==> src/rtl/jt51_acc_pkg.sv <==
`default_nettype none
// ============================================================================
// Module  : jt51_acc_pkg
// Purpose : Shared constants for the JT51 output accumulator.
//           - Carrier masks per connection algorithm, bit order {M1,M2,C1,C2}.
//           - Accumulator width helper (RES+3 bits holds 32 worst-case slots).
// Rev     : 1.0  initial release
// ============================================================================
package jt51_acc_pkg;

    localparam int C_MASK_M1 = 3;
    localparam int C_MASK_M2 = 2;
    localparam int C_MASK_C1 = 1;
    localparam int C_MASK_C2 = 0;

    // Which operators of a channel reach the output for each algorithm.
    localparam logic [3:0] C_CARRIER_MASK [0:7] = '{
        4'b0001,    // con 0
        4'b0001,    // con 1
        4'b0001,    // con 2
        4'b0001,    // con 3
        4'b0011,    // con 4: C1, C2
        4'b0111,    // con 5: M2, C1, C2
        4'b0111,    // con 6: M2, C1, C2
        4'b1111     // con 7: all four
    };

    // 32 slots of (RES-2)-bit signed values need 5 extra bits over RES-2.
    function automatic int acc_width(input int res);
        return res + 3;
    endfunction

endpackage
`default_nettype wire

==> src/rtl/jt51_acc_side.sv <==
`default_nettype none
// ============================================================================
// Module  : jt51_acc_side
// Purpose : One stereo side of the output mixer: accumulates the slot
//           contributions of a frame, then saturates and registers the result
//           on the last slot and restarts the sum.
// Ports   : clk, rst, cen       clock, sync reset, clock enable
//           side_en             this side is enabled for the current channel
//           contributes         current slot adds its operand
//           last                current slot is the last of the frame
//           operand             signed (RES-2)-bit slot value
//           sample / xsample    16-bit and RES-bit saturated outputs
// Rev     : 1.0  initial release
// ============================================================================
module jt51_acc_side
    import jt51_acc_pkg::*;
#(
    parameter int RES = 16
) (
    input  logic                  clk,
    input  logic                  rst,
    input  logic                  cen,
    input  logic                  side_en,
    input  logic                  contributes,
    input  logic                  last,
    input  logic signed [RES-3:0] operand,
    output logic signed [15:0]    sample,
    output logic signed [RES-1:0] xsample
);

    localparam int C_ACC_W = acc_width(RES);

    logic signed [C_ACC_W-1:0] acc;
    logic signed [C_ACC_W-1:0] contrib;
    logic signed [C_ACC_W-1:0] sum;
    logic        [C_ACC_W-RES:0] upper;
    logic                      overflow;
    logic signed [RES-1:0]     sat;

    assign contrib = (side_en && contributes)
                   ? {{(C_ACC_W-(RES-2)){operand[RES-3]}}, operand}
                   : '0;
    assign sum     = acc + contrib;

    // The value fits in RES bits only if every bit from the RES-bit sign
    // upward matches.
    assign upper    = sum[C_ACC_W-1:RES-1];
    assign overflow = !((&upper) || (~|upper));
    assign sat      = overflow
                    ? (sum[C_ACC_W-1] ? {1'b1, {(RES-1){1'b0}}}
                                      : {1'b0, {(RES-1){1'b1}}})
                    : sum[RES-1:0];

    always_ff @(posedge clk) begin
        if (rst) begin
            acc     <= '0;
            sample  <= '0;
            xsample <= '0;
        end else if (cen) begin
            if (last) begin
                xsample <= sat;
                sample  <= sat[RES-1 -: 16];
                acc     <= '0;
            end else begin
                acc     <= sum;
            end
        end
    end

endmodule
`default_nettype wire

==> src/rtl/jt51_acc_mixer.sv <==
`default_nettype none
// ============================================================================
// Module  : jt51_acc_mixer
// Purpose : JT51 output accumulator. Selects carriers per connection
//           algorithm, optionally replaces slot 31 with noise, and sums the
//           32 slots of each frame into saturated stereo samples.
// Ports   : clk, rst, cen                  clock, sync reset, clock enable
//           m1/m2/c1/c2_enters             operator type of current slot
//           op31_acc                       last slot of the frame
//           rl_I, con_I                    channel enables / algorithm
//           op_out                         operator output (RES-2 bits)
//           ne, noise_mix                  noise enable / noise sample
//           left, right                    16-bit outputs
//           xleft, xright                  RES-bit outputs
// Rev     : 1.0  initial release
// ============================================================================
module jt51_acc_mixer
    import jt51_acc_pkg::*;
#(
    parameter int RES = 16
) (
    input  logic                  clk,
    input  logic                  rst,
    input  logic                  cen,
    input  logic                  m1_enters,
    input  logic                  m2_enters,
    input  logic                  c1_enters,
    input  logic                  c2_enters,
    input  logic                  op31_acc,
    input  logic [1:0]            rl_I,
    input  logic [2:0]            con_I,
    input  logic signed [RES-3:0] op_out,
    input  logic                  ne,
    input  logic signed [11:0]    noise_mix,
    output logic signed [15:0]    left,
    output logic signed [15:0]    right,
    output logic signed [RES-1:0] xleft,
    output logic signed [RES-1:0] xright
);

    logic [3:0]            slot_type;
    logic                  is_carrier;
    logic                  use_noise;
    logic                  contributes;
    logic signed [RES-3:0] operand;

    assign slot_type   = {m1_enters, m2_enters, c1_enters, c2_enters};
    assign is_carrier  = |(slot_type & C_CARRIER_MASK[con_I]);

    // Noise takes over slot 31 regardless of the algorithm.
    assign use_noise   = op31_acc && ne;
    assign contributes = use_noise || is_carrier;
    // 12-bit noise scaled up to the operator width.
    assign operand     = use_noise ? {noise_mix, {(RES-14){1'b0}}} : op_out;

    jt51_acc_side #(.RES(RES)) u_left (
        .clk         (clk),
        .rst         (rst),
        .cen         (cen),
        .side_en     (rl_I[0]),
        .contributes (contributes),
        .last        (op31_acc),
        .operand     (operand),
        .sample      (left),
        .xsample     (xleft)
    );

    jt51_acc_side #(.RES(RES)) u_right (
        .clk         (clk),
        .rst         (rst),
        .cen         (cen),
        .side_en     (rl_I[1]),
        .contributes (contributes),
        .last        (op31_acc),
        .operand     (operand),
        .sample      (right),
        .xsample     (xright)
    );

endmodule
`default_nettype wire

==> config.mk <==
export PLATFORM = sky130hd
export DESIGN_NAME = jt51_acc_mixer
export DESIGN_NICKNAME = d
export VERILOG_FILES = /design/src/rtl/jt51_acc_pkg.sv /design/src/rtl/jt51_acc_side.sv /design/src/rtl/jt51_acc_mixer.sv
export SDC_FILE = /design/constraint.sdc
export NUM_CORES = 1
export LEC_CHECK = 0
export ABC_AREA = 1
export CAP_MARGIN = 20
export CORE_MARGIN = 1
export CORE_UTILIZATION = 53
export CTS_CLUSTER_SIZE = 30
export DETAILED_ROUTE_END_ITERATION = 8
export GPL_ROUTABILITY_DRIVEN = 0
export HOLD_SLACK_MARGIN = 0.02
export PLACE_DENSITY = 0.8
export REMOVE_ABC_BUFFERS = 1
export SYNTH_ARGS = -nofsm -noshare
export SYNTH_HDL_FRONTEND = slang
export SYNTH_SLANG_ARGS = --single-unit
==> constraint.sdc <==
create_clock -name clk -period 4.5 [get_ports clk]
set_input_delay 1.125 -clock clk [delete_from_list [all_inputs] [get_ports clk]]
set_output_delay 1.125 -clock clk [all_outputs]
set_load 0.1 [all_outputs]
After elaboration in Yosys (flattened, before gate mapping). Memory sizes are Yosys's and may differ from the RTL's. Cells that the tools add are included.

Register bits after elaboration: 70. Memory bits (read-only): 32. Input bits: 40. Output and inout bits: 64. Logic and storage cells: 35. Memories kept: 1.

Memories: (no name shown) (words 8, bits a word 4, rd ports 1, clocked after memory_dff 0, write ports 0, line jt51_acc_mixer.sv:48) `assign is_carrier = |(slot_type & C_CARRIER_MASK[con_I]);`.

Add/sub/neg operators: 2. $lt $le $gt $ge: 1. Multiplexer cells: 11. Bitwise gates (word level): 2. Reduce and logical (&&, ||, !) cells: 14.

Operators with widths (count): $mux W19 (4); $mux W16 (4); $add A19 B19 Y19 (2); $mux W14 (1); $reduce_or A4 Y1 (3); $mux W4 (2); $reduce_and A4 Y1 (2); $and A4 B4 Y4 (1); $ge A4 B4 Y1 const B (1); $not A3 Y4 (1); $logic_and A1 B1 Y1 (3); $logic_or A1 B1 Y1 (3); $logic_not A1 Y1 (2); $reduce_and A2 Y1 (1).

Depth between registers and ports, before layout.
Depth in word-level cells: 14. Depth in mapped cells: 26.

By module. From an unflattened synthesis, not the netlist that was laid out.

Cells, all modules: 863. Area, all modules: 5655.4 um^2.

Modules (own cells, without submodules): jt51_acc_side (u_left) (times used 1, cells each 406, area each 2737.6 um^2); jt51_acc_side (u_right) (times used 1, cells each 406, area each 2705.1 um^2); jt51_acc_mixer (times used 1, cells each 51, area each 212.7 um^2).

Least setup slack after synthesis. No wires, ideal clock.

Path kind: input to register. Start point: input c1_enters. End point: register u_right.sample[12]. Data arrival time: 3617 ps. Setup slack: 814 ps. Cell stages on the path: 24. Path buffers: 1. Cell sequence: a21oi_1 > nand4_2 > nand2_1 > inv_1 > nand3_1 > inv_1 > ha_1 > fa_1 > nand2_1 > inv_1 > nand2_1 > nand3_2 > nand2_1 > nand2_1 > nand2_1 > nand2_1 > nand2_1 > nand2_1 > nor2_1 > nand3_2 > nand2_4 > buf_8 > nand2_1 > a21oi_2.

Longest elaborated chain between the ends: 10.

Ends and longest elaborated chain: from (decl) (line jt51_acc_mixer.sv:27) `input logic c1_enters,`; $and A4 B4 Y4 (*) (line jt51_acc_mixer.sv:48); $reduce_or A4 Y1 (*) (line jt51_acc_mixer.sv:48); $logic_or A1 B1 Y1 (*) (line jt51_acc_mixer.sv:52) `assign contributes = use_noise || is_carrier;`; $logic_and A1 B1 Y1 (*) (line jt51_acc_side.sv:40) `assign contrib = (side_en && contributes)`; $mux W19 (*) (line jt51_acc_side.sv:41) `? {{(C_ACC_W-(RES-2)){operand[RES-3]}}, operand}`; $add A19 B19 Y19 (*) (line jt51_acc_side.sv:43) `assign sum = acc + contrib;`; $reduce_or A4 Y1 (line jt51_acc_side.sv:48) `assign overflow = !((&upper) || (~|upper));`; $logic_not A1 Y1 (line jt51_acc_side.sv:48); $logic_or A1 B1 Y1 (line jt51_acc_side.sv:48); $mux W16 (*) (line jt51_acc_side.sv:50) `? (sum[C_ACC_W-1] ? {1'b1, {(RES-1){1'b0}}}`; to (signal assigned) (line jt51_acc_side.sv:62) `sample <= sat[RES-1 -: 16];`; to (decl) (line jt51_acc_side.sv:27) `output logic signed [15:0] sample,`.

Every way passes the cells marked *; elsewhere a longest branch is shown, timed or not. A chain may end at the register's enable or synchronous reset.

Worst setup path in the final report.
Start point: input con_I[2]. End point: register u_right.sample[5].

Longest elaborated chain between the ends: 14.

Ends and longest elaborated chain: from (decl) (line jt51_acc_mixer.sv:31) `input logic [2:0] con_I,`; $not A3 Y4 (implied by the code) (*) (line jt51_acc_mixer.sv:48); $mem_v2 Z8 W4 (*); $mux W4 (implied by the code) (*) (2 in series) (line jt51_acc_mixer.sv:48); $and A4 B4 Y4 (*) (line jt51_acc_mixer.sv:48); $reduce_or A4 Y1 (*) (line jt51_acc_mixer.sv:48); $logic_or A1 B1 Y1 (*) (line jt51_acc_mixer.sv:52); $logic_and A1 B1 Y1 (*) (line jt51_acc_side.sv:40); $mux W19 (*) (line jt51_acc_side.sv:41); $add A19 B19 Y19 (*) (line jt51_acc_side.sv:43); $reduce_or A4 Y1 (line jt51_acc_side.sv:48); $logic_not A1 Y1 (line jt51_acc_side.sv:48); $logic_or A1 B1 Y1 (line jt51_acc_side.sv:48); $mux W16 (*) (line jt51_acc_side.sv:50).

Every way passes the cells marked *; elsewhere a longest branch is shown, timed or not. The select of a mux whose other input is x is not followed.

==> metrics.md <==
| Metric | Value |
|---|---|
| Status | `complete, no violations` |
| Multiplexer share of the synthesized area | `0.0204` |
| Die area | `around 0.011 mm^2` |
| Largest family of logic cells by synthesized area | `simple AND/OR/NAND/NOR gates` |
| RSZ-0062 raised after global routing | `no` |
| Core area | `0.00982 mm^2` |
| First-pass DRT Iterations | `5` |
| Total of max-cap violations | `0` |
| Antenna violations before repair | `0` |
| CP top delay family | `simple AND/OR/NAND/NOR gates` |
| Syn Area/Cell | `between 6 and 7 um^2` |
| Clock buffer depth | `2` |
| Layout cell share with drive strength beyond 1 | `0.117` |
| Final setup fails | `0` |
| CTS sink count | `70` |
| Slowest-stage cell, CP | `clkdlybuf4s50_1` |
| Final net count | `about 900` |
| Fmax | `243 MHz` |
| Gr usage total | `0.282` |
| TritonCTS clock tree | `yes` |
| Port bufs | `103` |
| Crit path DAT | `about 4.4 ns` |
| Crit path cell chain | `clkdlybuf4s50_1 -> a21oi_1 -> nand4_2 -> nand2_2 -> inv_1 -> nand3_1 -> inv_1 -> ha_1 -> fa_1 -> nand2_1 -> inv_1 -> nand2_1 -> nand3_2 -> nand2_1 -> nand2_1 -> nand2_1 -> nand2_1 -> nand2_1 -> nand2_1 -> nor2_1 -> nand3_2 -> nand2_4 -> nand2_1 -> a21oi_2` |
| Layout Skew | `a little under 0.01 ns` |
| Synthesized cell area | `around 0.0054 mm^2` |
| Final period util | `0.915` |
| Root Driver | `clkbuf_8` |
| LEAKAGE | `roughly 3 nW` |
| XOR/XNOR Fraction of Synth Area | `0.0405` |
| Worst VDD drop | `0.158 mV` |
| Post-route DRC | `0` |
| Total CTS buffers | `9` |
| Synthesis-to-layout area growth | `20.9%` |
| Worst path most repeated cell | `nand2_1` |
| Initial core utilization | `0.551` |
| Register bit total from synthesis | `70` |
| Total Power | `slightly above 2 mW` |
| Total negative slack | `0 ns` |
| Pwr dens | `roughly 310 mW/mm^2` |
| Worst setup SP type | `input port` |
| First-pass GRT wire length | `approximately 23000 um` |
| H-Tree Depth | `3` |
| Final Max Slew Viols | `0` |
| Pin count of the biggest net entering global routing | `40` |
| Post-DP HPWL | `about 11000 um` |
| Die Wd | `between 100 and 150 um` |
| Complex-gate fraction of the synthesized area | `0.168` |
| Crit-path max cell delay | `0.46 ns` |
| N_diodes | `0` |
| Critical path capture point type | `register` |
| ANT nets after route | `0` |
| Commonest non-fill, non-tap cell in the layout | `nand2_1` |
| Sequential-to-total area share from yosys stat | `0.259` |
| Vias | `5435` |
| Fill cells | `roughly 840` |
| Crit path buf inv count | `4` |
| Grt total ovfl | `0` |
| WL per Instance | `between 10 and 15 um` |
| Critical path fanouts, max | `15` |
| Adder-cell area share of the yosys netlist | `0.0907` |
| Die H | `103 um` |
| IO Count | `104` |
| Worst-path clk slew | `roughly 0.07 ns` |
| Cell variety after synth | `40` |
| Vias in the first global route | `5105` |
| Path type of the worst min-delay path | `register to register` |
| Pin slew with the least headroom to its limit | `slightly below 1 ns` |
| Ys Warns | `0` |
| Simple-gate share of the synthesized area | `0.313` |
| Crit Path Category | `input port to register` |
| Most frequent cells in the layout | `207 x nand2_1, 103 x clkdlybuf4s50_1, 83 x a21oi_1, 70 x dfxtp_1, 56 x nor2_1` |
| Slew headroom | `0.338` |
| Min cycle time layout | `4.12 ns` |
| Clock Latency Late Sink | `0.37 ns` |
| Hold Vio Cnt, Final | `0` |
| Worst Path Required | `4.80 ns` |
| # rows | `36` |
| DR vias/cell | `5.52` |
| Post-Syn Instances | `slightly below 800` |
| 1st-iter DRT viols | `approximately 310` |
| Total wire length | `approximately 14000 um` |
-- metal layers --
layer  share of wire  GRT usage
met1            0.43      0.347
met2            0.48      0.486
met3           0.062     0.0380
met4           0.029      0.134
met5               0          0
-- synth_stat cells, drive strengths merged --
cell / n / area share
nor2: 62 / 0.046
o211ai: 1 / 0.0014
a21o: 4 / 0.0056
a21oi: 106 / 0.12
ha: 36 / 0.083
o21bai: 1 / 0.0014
inv: 56 / 0.039
fa: 2 / 0.0074
xnor2: 10 / 0.016
buf: 40 / 0.058
and2: 2 / 0.0023
a21boi: 1 / 0.0014
nor3: 4 / 0.0046
nand2: 235 / 0.18
dfxtp: 70 / 0.26
or2: 1 / 0.0012
nand3: 55 / 0.063
mux2i: 11 / 0.020
o21a: 1 / 0.0028
o21ai: 39 / 0.036
a31oi: 1 / 0.0039
nand3b: 4 / 0.0056
clkbuf: 18 / 0.012
nand4: 6 / 0.0081
nor4: 1 / 0.0023
xor2: 15 / 0.024
-- worst reg2reg max path, delay by kind of cell (launching register included) --
family                     cells  cell delay (ns)
and+or+nand+nor               13             1.33
adders and majority gates      2             0.67
DFF                            1             0.32
AOI/OAI and AO/OA              1             0.12
buffers and inverters          1             0.05
-- final timing paths --
kind,endpoint,cells past startpoint,slack [ns],start
setup reg to reg,u_right.sample[5],17,1.96,u_right.acc[0]
setup / recovery,u_right.sample[5],24,0.38,con_I[2]
hold reg to reg,u_left.acc[11],2,0.48,u_left.acc[11]
hold / removal,u_left.acc[11],2,0.48,u_left.acc[11]
-- per-stage QoR --
step | setup slack [ns] | area, um^2 | hold slack, ns | util | cells
floorplan | 0.495 | 5030 | 0.443 | - | 724
global placement | 0.0876 | 6310 | 0.457 | 0.643 | 968
detailed placement | -0.106 | 6310 | 0.462 | 0.643 | 968
CTS | 0.257 | 6530 | 0.474 | 0.665 | 984
global route | 0.0925 | 6540 | 0.485 | 0.666 | 985
finish | 0.383 | 6540 | 0.475 | 0.666 | 985
-- cell type report --
class,instances,area (um^2),share of cell area
sequential,70,1400,0.214
inverter,56,210,0.0321
multi-input combinational,598,3420,0.523
tap,133,166,0.0254
clock buffer,12,145,0.0222
timing repair buffer,112,1120,0.172
clock inverter,4,70.1,0.0107
-- power by group --
part,total [mW],switching (mW),internal (mW)
logic,0.798,0.585,0.213
clock network,0.578,0.252,0.326
registers,0.675,0.0223,0.653
total,2.05,0.859,1.19
-- state kept, by name, indices dropped and copies added, names as in the netlist --
register	cells
u_left.sample	16
u_left.acc	19
u_right.acc	19
u_right.sample	16
-- cell families after synthesis --
logic type / Yosys count
buffers and inverters: 114
AOI/OAI and AO/OA: 154
DFF: 70
xor gates and xnor gates: 25
muxes: 11
adders and majority gates: 38
and+or+nand+nor: 370
-- timing repair --
| action | CTS | global route |
|---|---|---|
| setup buffers | 0 | 1 |
| gates resized for setup | 0 | 1 |
| hold buffers | 0 | 0 |
| endpoints found under the setup margin | 0 | 15 |
(Power assumes the default switching activity.)
